$ cat src/rtl/ip_sequencer.sv
// Instruction-pointer unit with a return-address stack for nested CALL/RET; one-cycle registered update, stalls on iEnable=0.
// Optional SEQ_BRANCH_COUNT_EN adds a saturating 16-bit redirect counter (oBranchCount).
module ip_sequencer #(
  parameter int                    ADDR_WIDTH   = 16,
  parameter int                    STACK_DEPTH  = 8,
  parameter logic [ADDR_WIDTH-1:0] RESET_VECTOR = '0
) (
  input  logic                            Clock,
  input  logic                            Reset,
  input  logic                            iEnable,
  input  logic [1:0]                      iOp,
  input  logic                            iCond,
  input  logic [ADDR_WIDTH-1:0]           iTarget,
  input  logic                            iClearErr,
  output logic [ADDR_WIDTH-1:0]           oIP,
  output logic [$clog2(STACK_DEPTH):0]    oDepth,
  output logic                            oEmpty,
  output logic                            oFull,
  output logic                            oOverflow,
  output logic                            oUnderflow
`ifdef SEQ_BRANCH_COUNT_EN
  ,
  output logic [15:0]                     oBranchCount
`endif
);

  localparam int PW = $clog2(STACK_DEPTH);
  localparam int DW = PW + 1;

  localparam logic [1:0] OP_SEQ  = 2'b00;
  localparam logic [1:0] OP_JMP  = 2'b01;
  localparam logic [1:0] OP_CALL = 2'b10;
  localparam logic [1:0] OP_RET  = 2'b11;

  logic [ADDR_WIDTH-1:0] r_ip;
  logic [DW-1:0]         r_depth;
  logic                  r_ovf;
  logic                  r_unf;
  logic [ADDR_WIDTH-1:0] r_stack [STACK_DEPTH];

  logic [ADDR_WIDTH-1:0] w_next;
  logic [ADDR_WIDTH-1:0] w_ip_nxt;
  logic [DW-1:0]         w_depth_nxt;
  logic                  w_push;
  logic                  w_redirect;
  logic                  w_ovf_set;
  logic                  w_unf_set;
  logic                  w_empty;
  logic                  w_full;
  logic [PW-1:0]         w_push_idx;
  logic [PW-1:0]         w_pop_idx;

  assign w_next     = r_ip + 1'b1;
  assign w_empty    = (r_depth == '0);
  assign w_full     = (r_depth == DW'(STACK_DEPTH));
  assign w_push_idx = r_depth[PW-1:0];
  assign w_pop_idx  = PW'(r_depth - DW'(1));

  always_comb begin
    w_ip_nxt    = r_ip;
    w_depth_nxt = r_depth;
    w_push      = 1'b0;
    w_redirect  = 1'b0;
    w_ovf_set   = 1'b0;
    w_unf_set   = 1'b0;
    if (iEnable) begin
      unique case (iOp)
        OP_SEQ: w_ip_nxt = w_next;
        OP_JMP: begin
          w_ip_nxt   = iCond ? iTarget : w_next;
          w_redirect = iCond;
        end
        OP_CALL: begin
          if (w_full) begin
            w_ip_nxt  = w_next;
            w_ovf_set = 1'b1;
          end else begin
            w_ip_nxt    = iTarget;
            w_depth_nxt = r_depth + DW'(1);
            w_push      = 1'b1;
            w_redirect  = 1'b1;
          end
        end
        OP_RET: begin
          if (w_empty) begin
            w_ip_nxt  = w_next;
            w_unf_set = 1'b1;
          end else begin
            w_ip_nxt    = r_stack[w_pop_idx];
            w_depth_nxt = r_depth - DW'(1);
            w_redirect  = 1'b1;
          end
        end
        default: w_ip_nxt = w_next;
      endcase
    end
  end

  // A new error in the same cycle as a clear takes precedence.
  always_ff @(posedge Clock or posedge Reset) begin
    if (Reset) begin
      r_ip    <= RESET_VECTOR;
      r_depth <= '0;
      r_ovf   <= 1'b0;
      r_unf   <= 1'b0;
    end else begin
      r_ip    <= w_ip_nxt;
      r_depth <= w_depth_nxt;
      r_ovf   <= w_ovf_set | (r_ovf & ~iClearErr);
      r_unf   <= w_unf_set | (r_unf & ~iClearErr);
    end
  end

  always_ff @(posedge Clock) begin
    if (w_push) r_stack[w_push_idx] <= w_next;
  end

  assign oIP        = r_ip;
  assign oDepth     = r_depth;
  assign oEmpty     = w_empty;
  assign oFull      = w_full;
  assign oOverflow  = r_ovf;
  assign oUnderflow = r_unf;

`ifdef SEQ_BRANCH_COUNT_EN
  logic [15:0] r_bcnt;

  always_ff @(posedge Clock or posedge Reset) begin
    if (Reset) begin
      r_bcnt <= '0;
    end else if (iClearErr) begin
      r_bcnt <= w_redirect ? 16'd1 : 16'd0;
    end else if (w_redirect && (r_bcnt != 16'hFFFF)) begin
      r_bcnt <= r_bcnt + 16'd1;
    end
  end

  assign oBranchCount = r_bcnt;
`endif

endmodule

$ cat config.mk
export PLATFORM = sky130hd
export DESIGN_NAME = ip_sequencer
export DESIGN_NICKNAME = d
export VERILOG_FILES = /design/src/rtl/ip_sequencer.sv
export SDC_FILE = /design/constraint.sdc
export NUM_CORES = 1
export LEC_CHECK = 0
export ABC_AREA = 1
export BUFFER_PORTS_ARGS = -buffer_cell sky130_fd_sc_hd__buf_2
export CELL_PAD_IN_SITES_DETAIL_PLACEMENT = 0
export CELL_PAD_IN_SITES_GLOBAL_PLACEMENT = 2
export CORE_AREA = 2 2 156 158
export CTS_BUF_LIST = sky130_fd_sc_hd__clkbuf_16
export CTS_CLUSTER_SIZE = 30
export DETAILED_ROUTE_END_ITERATION = 8
export DIE_AREA = 0 0 158 160
export GPL_ROUTABILITY_DRIVEN = 0
export GPL_TIMING_DRIVEN = 0
export PLACE_DENSITY = 0.74
export REMOVE_ABC_BUFFERS = 1
export SLEW_MARGIN = 20
export SYNTH_ARGS = -nofsm -noshare
export SYNTH_HDL_FRONTEND = slang
export SYNTH_SLANG_ARGS = --single-unit
$ cat constraint.sdc
create_clock -name Clock -period 3.6 [get_ports Clock]
set_input_delay 0.72 -clock Clock [delete_from_list [all_inputs] [get_ports Clock]]
set_output_delay 0.72 -clock Clock [all_outputs]
set_load 0.005 [all_outputs]
== Word-level counts from Yosys, hierarchy flattened ==
Memory sizes are Yosys's and may differ from the RTL's.
Cells that the tools add are included.
Storage, ports and cells
  flip-flop bits (word level): 22
  bits in latches: 0
  bits in writable memories: 128
  bits in read-only memories: 0
  input port bits: 23
  output and inout bits: 24
  logic and storage cells: 41
  memories: 1
Memories
  r_stack: words 8, width 16, rd ports 1, clocked after Yosys merged registers in 0, write ports 1, RTL line 39  | logic [ADDR_WIDTH-1:0] r_stack [STACK_DEPTH];
Operators by class
  $add $sub $neg: 3
  $mul: 0
  divide/modulo/power cells: 0
  $lt $le $gt $ge: 0
  equal/unequal tests: 6
  shifts and indexed selects: 0
  mux-type cells: 18
  bitwise logic cells: 5
  reduce and logical (&&, ||, !) cells: 4
Operator list (count)
  16-bit case mux with 4 select lines: 1
  16-bit two-way mux: 3
  16-bit by 1-bit adder with 16-bit output, second input constant: 1
  1-bit two-way mux: 11
  4-bit two-way mux: 2
  4-bit case mux with 2 select lines: 1
  4-bit by 1-bit adder with 4-bit output, second input constant: 1
  2-bit == test, second input constant: 2
  4-bit == test, second input constant: 1
  4-bit logical NOT: 1
  2-bit != test, second input constant: 2
  4-bit AND reduction: 1
  4-bit by 1-bit subtractor with 4-bit output, second input constant: 1
  1-bit AND: 2
  2-bit by 1-bit == test with 1-bit output, second input constant: 1
  2-bit logical NOT: 1
  1-bit bitwise OR: 2
  2-bit nonzero test: 1
  1-bit NOT: 1

== Logic depth before layout (Yosys ltp) ==
  word-level depth: 6
  mapped depth: 15
  gate-level depth less buffers: 12

== Worst setup path after synthesis ==
Ideal clock, no wire load.
  kind: reg-to-reg
  start: register r_depth[0] (netlist: oDepth[0])
  end: memory r_stack[1][0], enable pin
  library setup time: 430 ps
  arrival: 3043 ps
  data required time: 3170 ps
  path slack: 126 ps
  stages on the path, launching flop included: 11
  path buffers: 3
  clock period less this slack: 3474 ps
  cell sequence: dfrtp_1 > buf_2 > inv_2 > buf_6 > buf_2 > ha_1 > nand3_2 > nand2_2 > nor2_1 > inv_1 > nor4_1
On the way
  cells in the longest elaborated chain, start to end: 6
RTL lines
  from (decl): RTL line 36  | logic [DW-1:0] r_depth;
  from (signal assigned): RTL line 108  | r_depth <= w_depth_nxt;
  4-bit == test: RTL line 55  | assign w_full = (r_depth == DW'(STACK_DEPTH));
  1-bit two-way mux: RTL line 74  | if (w_full) begin
  1-bit two-way mux: RTL line 67  | unique case (iOp)
  1-bit two-way mux: RTL line 66  | if (iEnable) begin
  1-bit two-way mux: RTL line 115  | if (w_push) r_stack[w_push_idx] <= w_next;
  1-bit two-way mux (implied by the code): RTL line 115
  to (decl): RTL line 39
Several ways; a longest one is shown, not always the timed one.

== Final worst setup path ==
  start: register r_depth[0] (netlist: oDepth[0])
  end: memory r_stack[1][5], enable pin
Same word-level chain as after synthesis.

==> out/qor.yml <==
rsz0062_at_grt: "false"
vias: 5046
areaGrowthSynthToFinish_pct: 18.6
synth_edf_count: 128
worst_slack_ps: 287
finClkSkew_ps: 10.8
cts_buffers: 17
die_area_mm2: 0.0253
drt-vias-per-instance: 4.49
finalCriticalPeriod_ps: 3310
synth_area_mm2: 0.00701
core_area_mm2: 0.0238
antenna_cells: 0
rows: 57
postCtsHoldBufs: 0
rr_worst_depth: 10
critPathKind: "reg -> reg"
cts_sinks: 150
mostFrequentLayoutCell: "nand2_1"
cts.root.buffer_cell: "clkbuf_16"
powerDensity_mw_per_mm2: 839
finalPower_uw: 6970
drc: 0
grt.overflow.total: 0
routed_wl_um: 19500
final_cell_mix: "244 x nand2_1, 128 x edfxtp_1, 95 x nand3_1, 82 x nor2_1, 57 x inv_1"
syn_area_per_cell_um2: 9.52
routedWlPerCell_um: 17.4
worstSkewPairLatency_ps: 420
end_kind: "register"
die_w_um: 158
grt_max_degree: 60
cpLargestDelayFamily: "buffers and inverters"
start_util: 0.294
cts_tree: "done"
slowest_stage: "dfrtp_4"
postSynthCellCount: 736
max_slew_margin: 0.479
max_freq_ghz: 0.302
ff2ff_setup_slack_ps: 290
crit_path_end: "r_stack[1][5]"
final_nets: 814
utilization: 0.349
vdd_drop_max_mv: 0.438
arrival_ps: 3430
dp_slack_ps: -49.3
post-dp-hpwl_um: 12200
reg2reg_from: "oDepth[0]"
cts-htree-levels: 4
antenna_found_initial: 0
r2r_end: "r_stack[1][5]"
layout-drive-gt1-share: 0.155
numPortBuffers: 46
ys_seq_area_frac: 0.627
slew_viol_final: 0
worstMarginPinSlew_ps: 779
floorplan.io_pins: 47
ys_types: 31
cpPeakStageDelay_ps: 670
hold_viol: 0
clk_path_buf_depth: 2
cap_violations: 0
status: "completed"
finalSetupViolCount: 0
clk_pin_slew_ps: 60
cp.depth: 10
dr.pass1.iters: 5
power_leakage_uw: 0.00343
grt_pass1_wl_um: 29100
async_flop_share: 0.147
grt_use_total: 0.159
hold_path_class: "in -> async"
synth-main-ff-cell: "edfxtp_1"
drt_iter0_markers: 273
crit_start: "oDepth[0]"
ys_warn_count: 0
first_global_vias: 4732
min_period_over_period: 0.920
synth_seq_cells: 150
final_antenna_net_count: 0
critical_path.cell_chain: "buf_12, inv_4, ha_2, nand3_2, nand2_2, nor2_1, inv_1, nor4_2, buf_4, buf_2"
worstPathRequired_ps: 3720
cp_max_fo: 59
setup-tns-final_ps: 0
startpoint_type: "register"
die_h_um: 160
critPathBufInv: 5
## final cells by class
type,instances,area [um^2]
inverters,63,246
flip-flops and latches,150,4400
repair buffers,61,402
multi-input cells,494,2250
well taps,324,405
clock inverters,15,176
fillers,2450,15500
clock buffers,17,425
## stage by stage
step | area [um^2] | hold slack, ps | std cells
after global placement | 7470 | 521 | 1077
after CTS | 8280 | 373 | 1123
after global routing | 8310 | 397 | 1124
final | 8310 | 371 | 1124
after detailed placement | 7670 | 531 | 1091
after floorplan | 6840 | 526 | 707
## Yosys cell counts (2+ instances only)
master    number  area [um^2]
nand2_1      244          916
edfxtp_1     128         3840
nand3_1       95          475
nor2_1        86          323
inv_1         59          221
dfrtp_1       22          551
o21ai_0       21          105
buf_2         16         80.1
nand2_2        6         37.5
xor2_1         6         52.6
buf_4          5         37.5
clkbuf_1       5         18.8
a21oi_1        4         20.0
ha_1           4         50.1
nor3_1         4         20.0
buf_6          3         33.8
inv_2          3         11.3
nand3b_1       3         22.5
nand4_1        3         18.8
xnor2_1        3         26.3
nand2_4        2         22.5
nand3_2        2         20.0
nor2_4         2         22.5
o21bai_1       2         15.0
or2_2          2         12.5
## kinds of logic after synthesis
group | synth area share
and+or+nand+nor | 0.272
adders and majority gates | 0.00714
DFF | 0.627
buffers and inverters | 0.0588
xor gates and xnor gates | 0.0113
AOI/OAI and AO/OA | 0.0239
## timing repair
item	CTS	global route
setup endpoints to repair	15	8
gates resized for setup	1	0
hold endpoints to repair	0	0
buffers inserted	0	1
## worst min path at each step
stage                             to  depth (start not counted)
after floorplan           oUnderflow                          2
after global placement    oUnderflow                          2
after detailed placement  oUnderflow                          2
after CTS                  oOverflow                          2
after global routing       oOverflow                          2
final                         oIP[8]                          2
## sequential cells by signal, indices dropped and copies added, names as in the netlist
signal	cells
oOverflow	1
oDepth	4
oIP	16
r_stack	128
oUnderflow	1
## metal layers
layer	track usage	up-vias	share of wire
li1	-	2529	-
met1	0.237	2376	0.50
met2	0.236	118	0.45
met4	0.0504	0	0.015
met5	0	-	0
met3	0.0252	23	0.042
## where the power goes
| part | switching (uW) | internal, uW |
|---|---|---|
| registers | 247 | 2270 |
| logic | 1790 | 845 |
| clock network | 730 | 1090 |
| total | 2770 | 4210 |
(Power assumes the default switching activity.)
